`src/rtl/cpu_pkg.sv`:
```
// Shared CPU definitions: cpustate encodings, mem_responder FSM states and default widths.
package cpu_pkg;

    localparam int DW_DEFAULT     = 8;
    localparam int ADDR_W_DEFAULT = 16;
    localparam int MEM_AW_DEFAULT = 8;

    localparam logic [1:0] CPU_IDLE  = 2'b00;
    localparam logic [1:0] CPU_IN    = 2'b01;
    localparam logic [1:0] CPU_CHECK = 2'b10;
    localparam logic [1:0] CPU_RUN   = 2'b11;

    typedef enum logic [1:0] {
        S_IDLE  = 2'b00,
        S_LOAD  = 2'b01,
        S_CHECK = 2'b10,
        S_RUN   = 2'b11
    } mr_state_e;

    function automatic mr_state_e cpustate_to_state(input logic [1:0] cs);
        case (cs)
            CPU_IN:    return S_LOAD;
            CPU_CHECK: return S_CHECK;
            CPU_RUN:   return S_RUN;
            default:   return S_IDLE;
        endcase
    endfunction

endpackage

```
`src/rtl/mem_responder_if.sv`:
```
// Bundle of CPU strobes, loader stream and readback stream served by mem_responder.
interface mem_responder_if import cpu_pkg::*; #(
    parameter int DW     = DW_DEFAULT,
    parameter int ADDR_W = ADDR_W_DEFAULT,
    parameter int MEM_AW = MEM_AW_DEFAULT
);
    logic [1:0]        cpustate;
    logic [ADDR_W-1:0] addr;
    logic              mem_read;
    logic              mem2bus;
    logic              mem_write;
    logic              bus2mem;
    logic [DW-1:0]     bus_in;
    logic [DW-1:0]     bus_out;
    logic              ld_valid;
    logic [DW-1:0]     ld_data;
    logic              ld_ready;
    logic              chk_valid;
    logic [DW-1:0]     chk_data;
    logic              chk_ready;
    logic              chk_done;
    logic [MEM_AW:0]   load_count;
    logic              prot_err;

    modport slave (
        input  cpustate, addr, mem_read, mem2bus, mem_write, bus2mem, bus_in,
               ld_valid, ld_data, chk_ready,
        output bus_out, ld_ready, chk_valid, chk_data, chk_done, load_count, prot_err
    );

    modport master (
        output cpustate, addr, mem_read, mem2bus, mem_write, bus2mem, bus_in,
               ld_valid, ld_data, chk_ready,
        input  bus_out, ld_ready, chk_valid, chk_data, chk_done, load_count, prot_err
    );

endinterface

```
`src/rtl/mem_array.sv`:
```
// DEPTH x DW storage: one synchronous write port, asynchronous CPU and CHECK read ports.
module mem_array #(
    parameter int DW     = 8,
    parameter int MEM_AW = 8
) (
    input  logic              i_clk,
    input  logic              i_we,
    input  logic [MEM_AW-1:0] i_waddr,
    input  logic [DW-1:0]     i_wdata,
    input  logic [MEM_AW-1:0] i_cpu_raddr,
    output logic [DW-1:0]     o_cpu_rdata,
    input  logic [MEM_AW-1:0] i_chk_raddr,
    output logic [DW-1:0]     o_chk_rdata
);

    // Contents deliberately have no reset so a loaded program survives a reset.
    logic [DW-1:0] r_mem [0:(1<<MEM_AW)-1];

    always_ff @(posedge i_clk) begin
        if (i_we) begin
            r_mem[i_waddr] <= i_wdata;
        end
    end

    assign o_cpu_rdata = r_mem[i_cpu_raddr];
    assign o_chk_rdata = r_mem[i_chk_raddr];

endmodule

```
`src/rtl/mem_responder.sv`:
```
// Memory-side responder: program load (IN), readback stream (CHECK), CPU read/write (RUN).
// Optional MEM_WRPROT_EN blocks RUN writes into the loaded program region and flags them on prot_err.
module mem_responder import cpu_pkg::*; #(
    parameter int DW     = DW_DEFAULT,
    parameter int ADDR_W = ADDR_W_DEFAULT,
    parameter int MEM_AW = MEM_AW_DEFAULT
) (
    input logic            i_clk,
    input logic            i_rst_n,
    mem_responder_if.slave mem_if
);

    localparam logic [MEM_AW:0] DEPTH_CNT = {1'b1, {MEM_AW{1'b0}}};

    mr_state_e         r_state;
    mr_state_e         w_next;
    // ld_ptr and load_count always move together, so one register serves both.
    logic [MEM_AW:0]   r_ld_ptr;
    logic [MEM_AW:0]   r_chk_ptr;
    logic              r_chk_valid;
    logic              r_chk_done;
    logic [DW-1:0]     r_chk_data;

    logic              w_in_range;
    logic              w_ld_ready;
    logic              w_ld_accept;
    logic              w_cpu_wr_req;
    logic              w_prot_block;
    logic              w_cpu_we;
    logic              w_we;
    logic [MEM_AW-1:0] w_waddr;
    logic [DW-1:0]     w_wdata;
    logic [DW-1:0]     w_cpu_rdata;
    logic [DW-1:0]     w_chk_rdata;
    logic [DW-1:0]     w_bus_out;
    logic              w_chk_entry;

    assign w_in_range = (mem_if.addr[ADDR_W-1:MEM_AW] == '0);

    always_ff @(posedge i_clk or negedge i_rst_n) begin
        if (!i_rst_n) begin
            r_state <= S_IDLE;
        end else begin
            r_state <= w_next;
        end
    end

    always_comb begin
        w_next       = cpustate_to_state(mem_if.cpustate);
        w_ld_ready   = 1'b0;
        w_ld_accept  = 1'b0;
        w_cpu_wr_req = 1'b0;
        w_bus_out    = '0;
        case (r_state)
            S_LOAD: begin
                w_ld_ready  = (r_ld_ptr < DEPTH_CNT);
                w_ld_accept = w_ld_ready && mem_if.ld_valid;
            end
            S_RUN: begin
                if (mem_if.mem_read && mem_if.mem2bus && w_in_range) begin
                    w_bus_out = w_cpu_rdata;
                end
                w_cpu_wr_req = mem_if.mem_write && mem_if.bus2mem;
            end
            default: ;
        endcase
    end

`ifdef MEM_WRPROT_EN
    logic r_prot_err;

    assign w_prot_block = w_cpu_wr_req &&
        (!w_in_range || ({{(ADDR_W-MEM_AW-1){1'b0}}, r_ld_ptr} > mem_if.addr));

    always_ff @(posedge i_clk or negedge i_rst_n) begin
        if (!i_rst_n) begin
            r_prot_err <= 1'b0;
        end else begin
            r_prot_err <= w_prot_block;
        end
    end

    assign mem_if.prot_err = r_prot_err;
`else
    assign w_prot_block    = 1'b0;
    assign mem_if.prot_err = 1'b0;
`endif

    // The write port belongs to the loader in S_LOAD and to the CPU otherwise.
    assign w_cpu_we = w_cpu_wr_req && w_in_range && !w_prot_block;
    assign w_we     = w_ld_accept || w_cpu_we;
    assign w_waddr  = (r_state == S_LOAD) ? r_ld_ptr[MEM_AW-1:0] : mem_if.addr[MEM_AW-1:0];
    assign w_wdata  = (r_state == S_LOAD) ? mem_if.ld_data : mem_if.bus_in;

    mem_array #(
        .DW     (DW),
        .MEM_AW (MEM_AW)
    ) u_mem_array (
        .i_clk       (i_clk),
        .i_we        (w_we),
        .i_waddr     (w_waddr),
        .i_wdata     (w_wdata),
        .i_cpu_raddr (mem_if.addr[MEM_AW-1:0]),
        .o_cpu_rdata (w_cpu_rdata),
        .i_chk_raddr (r_chk_ptr[MEM_AW-1:0]),
        .o_chk_rdata (w_chk_rdata)
    );

    always_ff @(posedge i_clk or negedge i_rst_n) begin
        if (!i_rst_n) begin
            r_ld_ptr <= '0;
        end else if (w_next == S_LOAD && r_state != S_LOAD) begin
            r_ld_ptr <= '0;
        end else if (w_ld_accept) begin
            r_ld_ptr <= r_ld_ptr + 1'b1;
        end
    end

    assign w_chk_entry = (w_next == S_CHECK) && (r_state != S_CHECK);

    // r_chk_ptr is the fetch pointer: it runs one ahead of the byte currently presented.
    always_ff @(posedge i_clk or negedge i_rst_n) begin
        if (!i_rst_n) begin
            r_chk_ptr   <= '0;
            r_chk_valid <= 1'b0;
            r_chk_done  <= 1'b0;
            r_chk_data  <= '0;
        end else if (w_chk_entry) begin
            r_chk_ptr   <= '0;
            r_chk_valid <= 1'b0;
            r_chk_done  <= 1'b0;
        end else if (w_next != S_CHECK) begin
            r_chk_valid <= 1'b0;
        end else if (!r_chk_done && (!r_chk_valid || mem_if.chk_ready)) begin
            if (r_chk_ptr < r_ld_ptr) begin
                r_chk_data  <= w_chk_rdata;
                r_chk_valid <= 1'b1;
                r_chk_ptr   <= r_chk_ptr + 1'b1;
            end else begin
                r_chk_valid <= 1'b0;
                r_chk_done  <= 1'b1;
            end
        end
    end

    assign mem_if.bus_out    = w_bus_out;
    assign mem_if.ld_ready   = w_ld_ready;
    assign mem_if.chk_valid  = r_chk_valid;
    assign mem_if.chk_data   = r_chk_data;
    assign mem_if.chk_done   = r_chk_done;
    assign mem_if.load_count = r_ld_ptr;

endmodule

```
`src/flat_wrapper.sv`:
```
// flat-port wrapper written by rule: the top's interface ports become plain ports
module mem_responder_flat import cpu_pkg::*;
#(
    parameter int DW     = DW_DEFAULT,
    parameter int ADDR_W = ADDR_W_DEFAULT,
    parameter int MEM_AW = MEM_AW_DEFAULT
)
  (i_clk, i_rst_n, mem_if_cpustate, mem_if_addr, mem_if_mem_read, mem_if_mem2bus, mem_if_mem_write, mem_if_bus2mem, mem_if_bus_in, mem_if_ld_valid, mem_if_ld_data, mem_if_chk_ready, mem_if_bus_out, mem_if_ld_ready, mem_if_chk_valid, mem_if_chk_data, mem_if_chk_done, mem_if_load_count, mem_if_prot_err);
  mem_responder_if #(.DW(DW), .ADDR_W(ADDR_W), .MEM_AW(MEM_AW)) mem_if_i ();
  input logic i_clk;
  input logic i_rst_n;
  input wire logic [$bits(mem_if_i.cpustate)-1:0] mem_if_cpustate;
  input wire logic [$bits(mem_if_i.addr)-1:0] mem_if_addr;
  input wire logic [$bits(mem_if_i.mem_read)-1:0] mem_if_mem_read;
  input wire logic [$bits(mem_if_i.mem2bus)-1:0] mem_if_mem2bus;
  input wire logic [$bits(mem_if_i.mem_write)-1:0] mem_if_mem_write;
  input wire logic [$bits(mem_if_i.bus2mem)-1:0] mem_if_bus2mem;
  input wire logic [$bits(mem_if_i.bus_in)-1:0] mem_if_bus_in;
  input wire logic [$bits(mem_if_i.ld_valid)-1:0] mem_if_ld_valid;
  input wire logic [$bits(mem_if_i.ld_data)-1:0] mem_if_ld_data;
  input wire logic [$bits(mem_if_i.chk_ready)-1:0] mem_if_chk_ready;
  output wire logic [$bits(mem_if_i.bus_out)-1:0] mem_if_bus_out;
  output wire logic [$bits(mem_if_i.ld_ready)-1:0] mem_if_ld_ready;
  output wire logic [$bits(mem_if_i.chk_valid)-1:0] mem_if_chk_valid;
  output wire logic [$bits(mem_if_i.chk_data)-1:0] mem_if_chk_data;
  output wire logic [$bits(mem_if_i.chk_done)-1:0] mem_if_chk_done;
  output wire logic [$bits(mem_if_i.load_count)-1:0] mem_if_load_count;
  output wire logic [$bits(mem_if_i.prot_err)-1:0] mem_if_prot_err;
  assign mem_if_i.cpustate = mem_if_cpustate;
  assign mem_if_i.addr = mem_if_addr;
  assign mem_if_i.mem_read = mem_if_mem_read;
  assign mem_if_i.mem2bus = mem_if_mem2bus;
  assign mem_if_i.mem_write = mem_if_mem_write;
  assign mem_if_i.bus2mem = mem_if_bus2mem;
  assign mem_if_i.bus_in = mem_if_bus_in;
  assign mem_if_i.ld_valid = mem_if_ld_valid;
  assign mem_if_i.ld_data = mem_if_ld_data;
  assign mem_if_i.chk_ready = mem_if_chk_ready;
  assign mem_if_bus_out = mem_if_i.bus_out;
  assign mem_if_ld_ready = mem_if_i.ld_ready;
  assign mem_if_chk_valid = mem_if_i.chk_valid;
  assign mem_if_chk_data = mem_if_i.chk_data;
  assign mem_if_chk_done = mem_if_i.chk_done;
  assign mem_if_load_count = mem_if_i.load_count;
  assign mem_if_prot_err = mem_if_i.prot_err;
  mem_responder #(.DW(DW), .ADDR_W(ADDR_W), .MEM_AW(MEM_AW)) u_core (.i_clk(i_clk), .i_rst_n(i_rst_n), .mem_if(mem_if_i));
endmodule
```
`config.mk`:
```
export PLATFORM = sky130hd
export DESIGN_NAME = mem_responder_flat
export DESIGN_NICKNAME = d
export VERILOG_FILES = /design/src/rtl/cpu_pkg.sv /design/src/rtl/mem_responder_if.sv /design/src/rtl/mem_array.sv /design/src/rtl/mem_responder.sv /design/src/flat_wrapper.sv
export SDC_FILE = /design/constraint.sdc
export NUM_CORES = 2
export LEC_CHECK = 0
export CORE_ASPECT_RATIO = 2
export CORE_UTILIZATION = 50
export CTS_CLUSTER_DIAMETER = 80
export DETAILED_ROUTE_END_ITERATION = 16
export PLACE_DENSITY = 0.68
export SYNTH_ARGS = -nofsm -noshare
export SYNTH_HDL_FRONTEND = slang
export SYNTH_SLANG_ARGS = --single-unit
```
`constraint.sdc`:
```
create_clock -name i_clk -period 5.4 [get_ports i_clk]
set_input_delay 1.08 -clock i_clk [delete_from_list [all_inputs] [get_ports i_clk]]
set_output_delay 1.08 -clock i_clk [all_outputs]
set_load 0.03 [all_outputs]
```
# Word-level counts from Yosys, hierarchy flattened

Memory sizes are Yosys's and may differ from the RTL's. A register that Yosys moved wholly into a read port is not among the register bits.
Index checks and enable logic that the tools add are counted.

$add $sub $neg: 2
Magnitude comparators: 2
Equal/unequal tests: 12
Multiplexer cells: 24
Bitwise gates (word level): 2
Reduce and logical (&&, ||, !) cells: 21

Operator list:

| cell                                                   | number |
|---|---|
| 2-to-1 mux 9 bit                                       | 6 |
| 2-to-1 mux 8 bit                                       | 4 |
| adder 9 x 1 -> 9 bit (second input constant)           | 2 |
| 2-to-1 mux 1 bit                                       | 13 |
| less-than comparator 9 bit                             | 1 |
| less-than comparator 9 bit (second input constant)     | 1 |
| == test 2 bit (second input constant)                  | 4 |
| logical AND 1 bit                                      | 8 |
| zero test 8 bit                                        | 1 |
| == test 2 x 1 -> 1 bit (second input constant)         | 3 |
| inequality test 2 x 1 -> 1 bit (second input constant) | 3 |
| case mux 2 bit (3 select lines)                        | 1 |
| AND reduction 3 bit                                    | 2 |
| nonzero test 2 bit                                     | 3 |
| inequality test 2 bit (second input constant)          | 2 |
| AND reduction 4 bit                                    | 1 |
| zero test 1 bit                                        | 3 |
| nonzero test 3 bit                                     | 1 |
| logical OR 1 bit                                       | 2 |
| inverter 1 bit                                         | 2 |

Flip-flop bits (word level): 22
RAM bits: 2,048
Input port bits: 42
Output and inout port bits: 29
Memories: 1

Memory list:

| name                     | depth | bits a word | rd ports | clocked after memory_dff | wr ports | line            | text |
|---|---|---|---|---|---|---|---|
| u_core.u_mem_array.r_mem | 256   | 8           | 2        | 1                        | 1        | mem_array.sv:17 | `logic [DW-1:0] r_mem [0:(1<<MEM_AW)-1];` |

# Logic depth before layout (Yosys ltp)

Depth in word-level cells: 6
Gate-level depth with buffers: 14

# Modules after synthesis

Synthesis repeated with hierarchy kept, for this count alone.

Cells, all modules: 5,035
Area, all modules: 98,579.5 um2

By module, submodules not included:

| module        | instances | cells each | area each (um2) | seq. area each (um2) |
|---|---|---|---|---|
| mem_array     | 1         | 4,831      | 96,652.7        | 61,499.0 |
| mem_responder | 1         | 204        | 1,926.8         | 750.7 |

# Worst setup path after synthesis

Ideal clock, no wire load.

Path type: register -> register
Start point: register u_core.r_state[0]
End point: memory u_core.u_mem_array.r_mem[0][0] (data pin)
Library setup time: 0.823 ns
Arrival: 4.204 ns
Slack: 0.374 ns
Cell stages (with the launch flop): 6
Cells stage by stage: dfrtp_1 > nor2b_1 > clkbuf_1 > buf_1 > nand2_1 > nand2_1

Cells in the longest elaborated chain, start to end: 2

Ends and longest elaborated chain:

| what                              | line                | text |
|---|---|---|
| start, declared                   | mem_responder.sv:15 | `mr_state_e r_state;` |
| start signal, assigned            | mem_responder.sv:44 | `r_state <= w_next;` |
| == test 2 x 1 -> 1 bit            | mem_responder.sv:93 | `assign w_wdata = (r_state == S_LOAD) ? mem_if.ld_data : mem_if.bus_in;` |
| 2-to-1 mux 8 bit                  | mem_responder.sv:93 |  |
| via u_core.u_mem_array.i_wdata[0] | mem_array.sv:9      | `input logic [DW-1:0] i_wdata,` |
| end, declared                     | mem_array.sv:17     |  |

The timed path passes the listed nets, and every way through them passes these cells.

# Worst setup path in the final report

Start point: input port mem_if_addr[1]
End point: output port mem_if_bus_out[0]

Cells in the longest elaborated chain, start to end: 3

Ends and longest elaborated chain:

| what                 | line                | text |
|---|---|---|
| start, declared      | flat_wrapper.sv:13  | `input wire logic [$bits(mem_if_i.addr)-1:0] mem_if_addr;` |
| memory (256 x 8 bit) | --                  |  |
| 2-to-1 mux 8 bit     | mem_responder.sv:60 | `if (mem_if.mem_read && mem_if.mem2bus && w_in_range) begin` |
| 2-to-1 mux 8 bit     | mem_responder.sv:54 | `case (r_state)` |
| end, declared        | flat_wrapper.sv:22  | `output wire logic [$bits(mem_if_i.bus_out)-1:0] mem_if_bus_out;` |

Every way passes these cells.

==> results.yml <==
worst_setup_path:
  cp_top_family: "multiplexers"
  cp_max_fo: 27
  critPathKind: "input port to primary output"
  endpoint_kind: "primary output"
  cp.depth: 10
  crit_buf_inv: 5
  crit_chain: "buf_16 -> buf_12 -> buf_12 -> mux4_2 -> mux4_2 -> mux4_2 -> nand2_4 -> nand4_1 -> buf_4 -> buf_12"
  start_kind: "input port"
  critPathMaxStageDelay_ps: 740
  cp_data_required_time_ps: 4320
  arrival_ps: 4320
  r2r_cells: 9
  crit_slowest_cell: "mux4_2"
cts:
  clock_latency_ps: 860
  cts.clk_slew.worst_paths_ps: 70
  root_buffer: "clkbuf_16"
  numCtsBuffers: 177
  cts_tree: "built"
  cts_max_level: 4
  cts.sinks: 2078
  cts_hold_buf: 0
  clockBufferDepth: 4
yosys:
  synth.yosys.seq_area_share_pct: 63.9
  synth-xor-area-share_pct: 0.0449
  synth_area_sq_um: 97400
  synth_top_family_by_area: "multiplexers"
  synth_largest_area_cell: "edfxtp_1"
  synthFlopType: "edfxtp_1"
  synth.ff_latch_count: 2078
  synth-edff-count: 2048
  yosysUniqueCellTypes: 62
  synth_fa_ha_area_share_pct: 0.128
  synth-simple-area-share_pct: 2.80
  syn_inst: 4927
  synth_top_area_share_pct: 63.1
  yosysWarnings: 0
  syn_area_per_cell_sq_um: 19.8
  synth_nets: 4979
  synth-compound-area-share_pct: 3.00
  synth_area_leaders: "edfxtp_1 63%, mux4_2 25%, mux2i_1 2.6%"
  async_flop_share_pct: 1.44
  synth.mux.area_fraction_pct: 28.1
floorplanning:
  die-area_sq_um: 197000
  core_area_sq_um: 193000
  rows: 228
  die_height_um: 626
  ios: 71
  initial_core_util_pct: 50.5
  die_x_um: 314
timing:
  skew_ps: 44.3
  setup_ws_ps: 4.64
  post-route-min-period_ps: 5400
  grt_setup_unrepaired: "no"
  final_hold_viol_count: 0
  worst_pin_slew_ps: 1350
  hold_ws_ps: 585
  relSlewSlack_pct: 9.51
  fin_tns_setup_ps: 0
  finalCritPeriodShare_pct: 99.9
  finalSetupViolCount: 0
  timing.fmax_ghz: 0.185
  maxSlewViolCount: 0
global_route:
  grt_pass1_vias: 59500
  use_met2_pct: 57.4
  grt_pass1_wl_um: 462000
  grt_use_met1_pct: 38.1
  antenna_found_initial: 23
  grt_overflow: 0
  grtUsageMet3_pct: 6.24
  track_usage_pct: 34.3
  gr-max-usage-layer: "met2"
  grt_max_degree: 152
power_and_ir_drop:
  leakagePower_nw: 34.9
  total_power_mw: 35.0
  p_per_area_nw_per_um2: 314
  peakVddDrop_mv: 0.315
flow_run:
  drv_cap: 0
final_layout:
  syn_to_final_growth_pct: 14.7
  nNetsFinal: 5495
  final_cell_mix: "2048 x edfxtp_1, 1097 x mux4_2, 567 x buf_4, 306 x nor2_1, 251 x mux2i_1"
  final_common_cell: "edfxtp_1"
  drive_gt1_share_pct: 37.7
  final_core_util_pct: 57.9
  fillers: 14100
routing:
  wl_um: 336000
  via_per_inst: 7.24
  vias: 58700
  drcViolationCount: 0
  ant_nets: 0
  detail_route.wl_per_cell_um: 41.4
  drt_iter0_drc: 7920
  drtPass1Iterations: 6
place:
  dpl.hpwl_um: 229000
  io_buffer_count: 69
  globalplace.congestion: 0.964
  place_ws_ps: -313
worst_hold_path:
  hold_path.class: "flop to flop"
  holdPathStages: 2
outcome:
  status: "complete, no violations"
## cell families (layout without fill, tap and decap cells)
family / after synthesis / after routing
fa+ha+maj: 10 / 10
mux: 1364 / 1364
other cells: 1 / 14
buf+inv: 418 / 1065
xor+xnor: 5 / 5
flops: 2078 / 2078
simple gates: 636 / 636
compound gates: 415 / 415
## worst min-delay path, stage by stage (launching register included)
cell	delay, ps
dfrtp_1	400
o21ai_0	80
a21oi_1	70
## through the flow
stage / instances / cell area (sq um)
floorplan: 4927 / 97400
global placement: 7739 / 105000
detailed placement: 7739 / 105000
CTS: 8067 / 111000
global route: 8108 / 112000
finish: 8117 / 112000
## synthesized netlist by cell type, types with 22 or more instances
cell	n
a221oi_1	23
mux4_2	1097
nand2_1	165
buf_4	42
edfxtp_1	2048
a31oi_1	22
clkbuf_1	209
buf_1	31
nand3_1	44
dfrtp_1	30
a21oi_1	66
buf_2	101
o21ai_0	44
o22ai_1	53
nor2_1	308
a22oi_1	50
o221ai_1	41
mux2i_1	251
## flip-flops by register name, indices dropped and copies added, names as in the netlist
register                  count
u_core.mem_if.load_count      9
u_core.mem_if.chk_valid       1
u_core.mem_if.chk_done        1
u_core.r_state                2
u_core.u_mem_array.r_mem   2048
u_core.mem_if.chk_data        8
u_core.r_chk_ptr              9
## path summary, 6_finish.rpt
kind	start	endpoint	slack (ps)
setup / recovery	mem_if_addr[1]	mem_if_bus_out[0]	5
hold / removal	u_core.mem_if.chk_valid	u_core.mem_if.chk_valid	580
setup reg to reg	u_core.r_chk_ptr[0]	u_core.mem_if.chk_data[5]	950
hold reg to reg	u_core.mem_if.chk_valid	u_core.mem_if.chk_valid	580
max in group asynchronous	i_rst_n	u_core.r_chk_ptr[2]	4340
min in group asynchronous	i_rst_n	u_core.mem_if.chk_done	680
## where the power goes
| part | switching [mW] | leakage, nW | internal [mW] | total (mW) |
|---|---|---|---|---|
| clock network | 5.95 | 2.70 | 6.97 | 12.9 |
| logic | 2.27 | 13.4 | 1.82 | 4.09 |
| registers | 0.124 | 18.8 | 17.9 | 18.0 |
## area by class of cell
class	instances	area (sq um)	share of cell area [%]
diodes	13	32.5	0.0291
clock buffers	214	4610	4.13
clock inverters	96	987	0.884
inverters	19	77.6	0.0694
multi-input cells	2431	33400	29.9
flip-flops and latches	2078	62300	55.7
well taps	2530	3170	2.83
repair buffers	736	7140	6.39
## repair_timing
| action | 4_1_cts | 5_1_grt |
|---|---|---|
| pin swaps | 3 | 4 |
| gates resized for setup | 18 | 17 |
| buffers inserted | 16 | 31 |
| setup endpoints to repair | 6 | 6 |
| cloned | 2 | 7 |
## metal layers
layer  wire length (um)  share of wire [%]
met5                116              0.035
met2             168000                 50
met4              34900                 10
met3              32100                9.6
met1             101000                 30
Power figures use the tool's default switching activity.
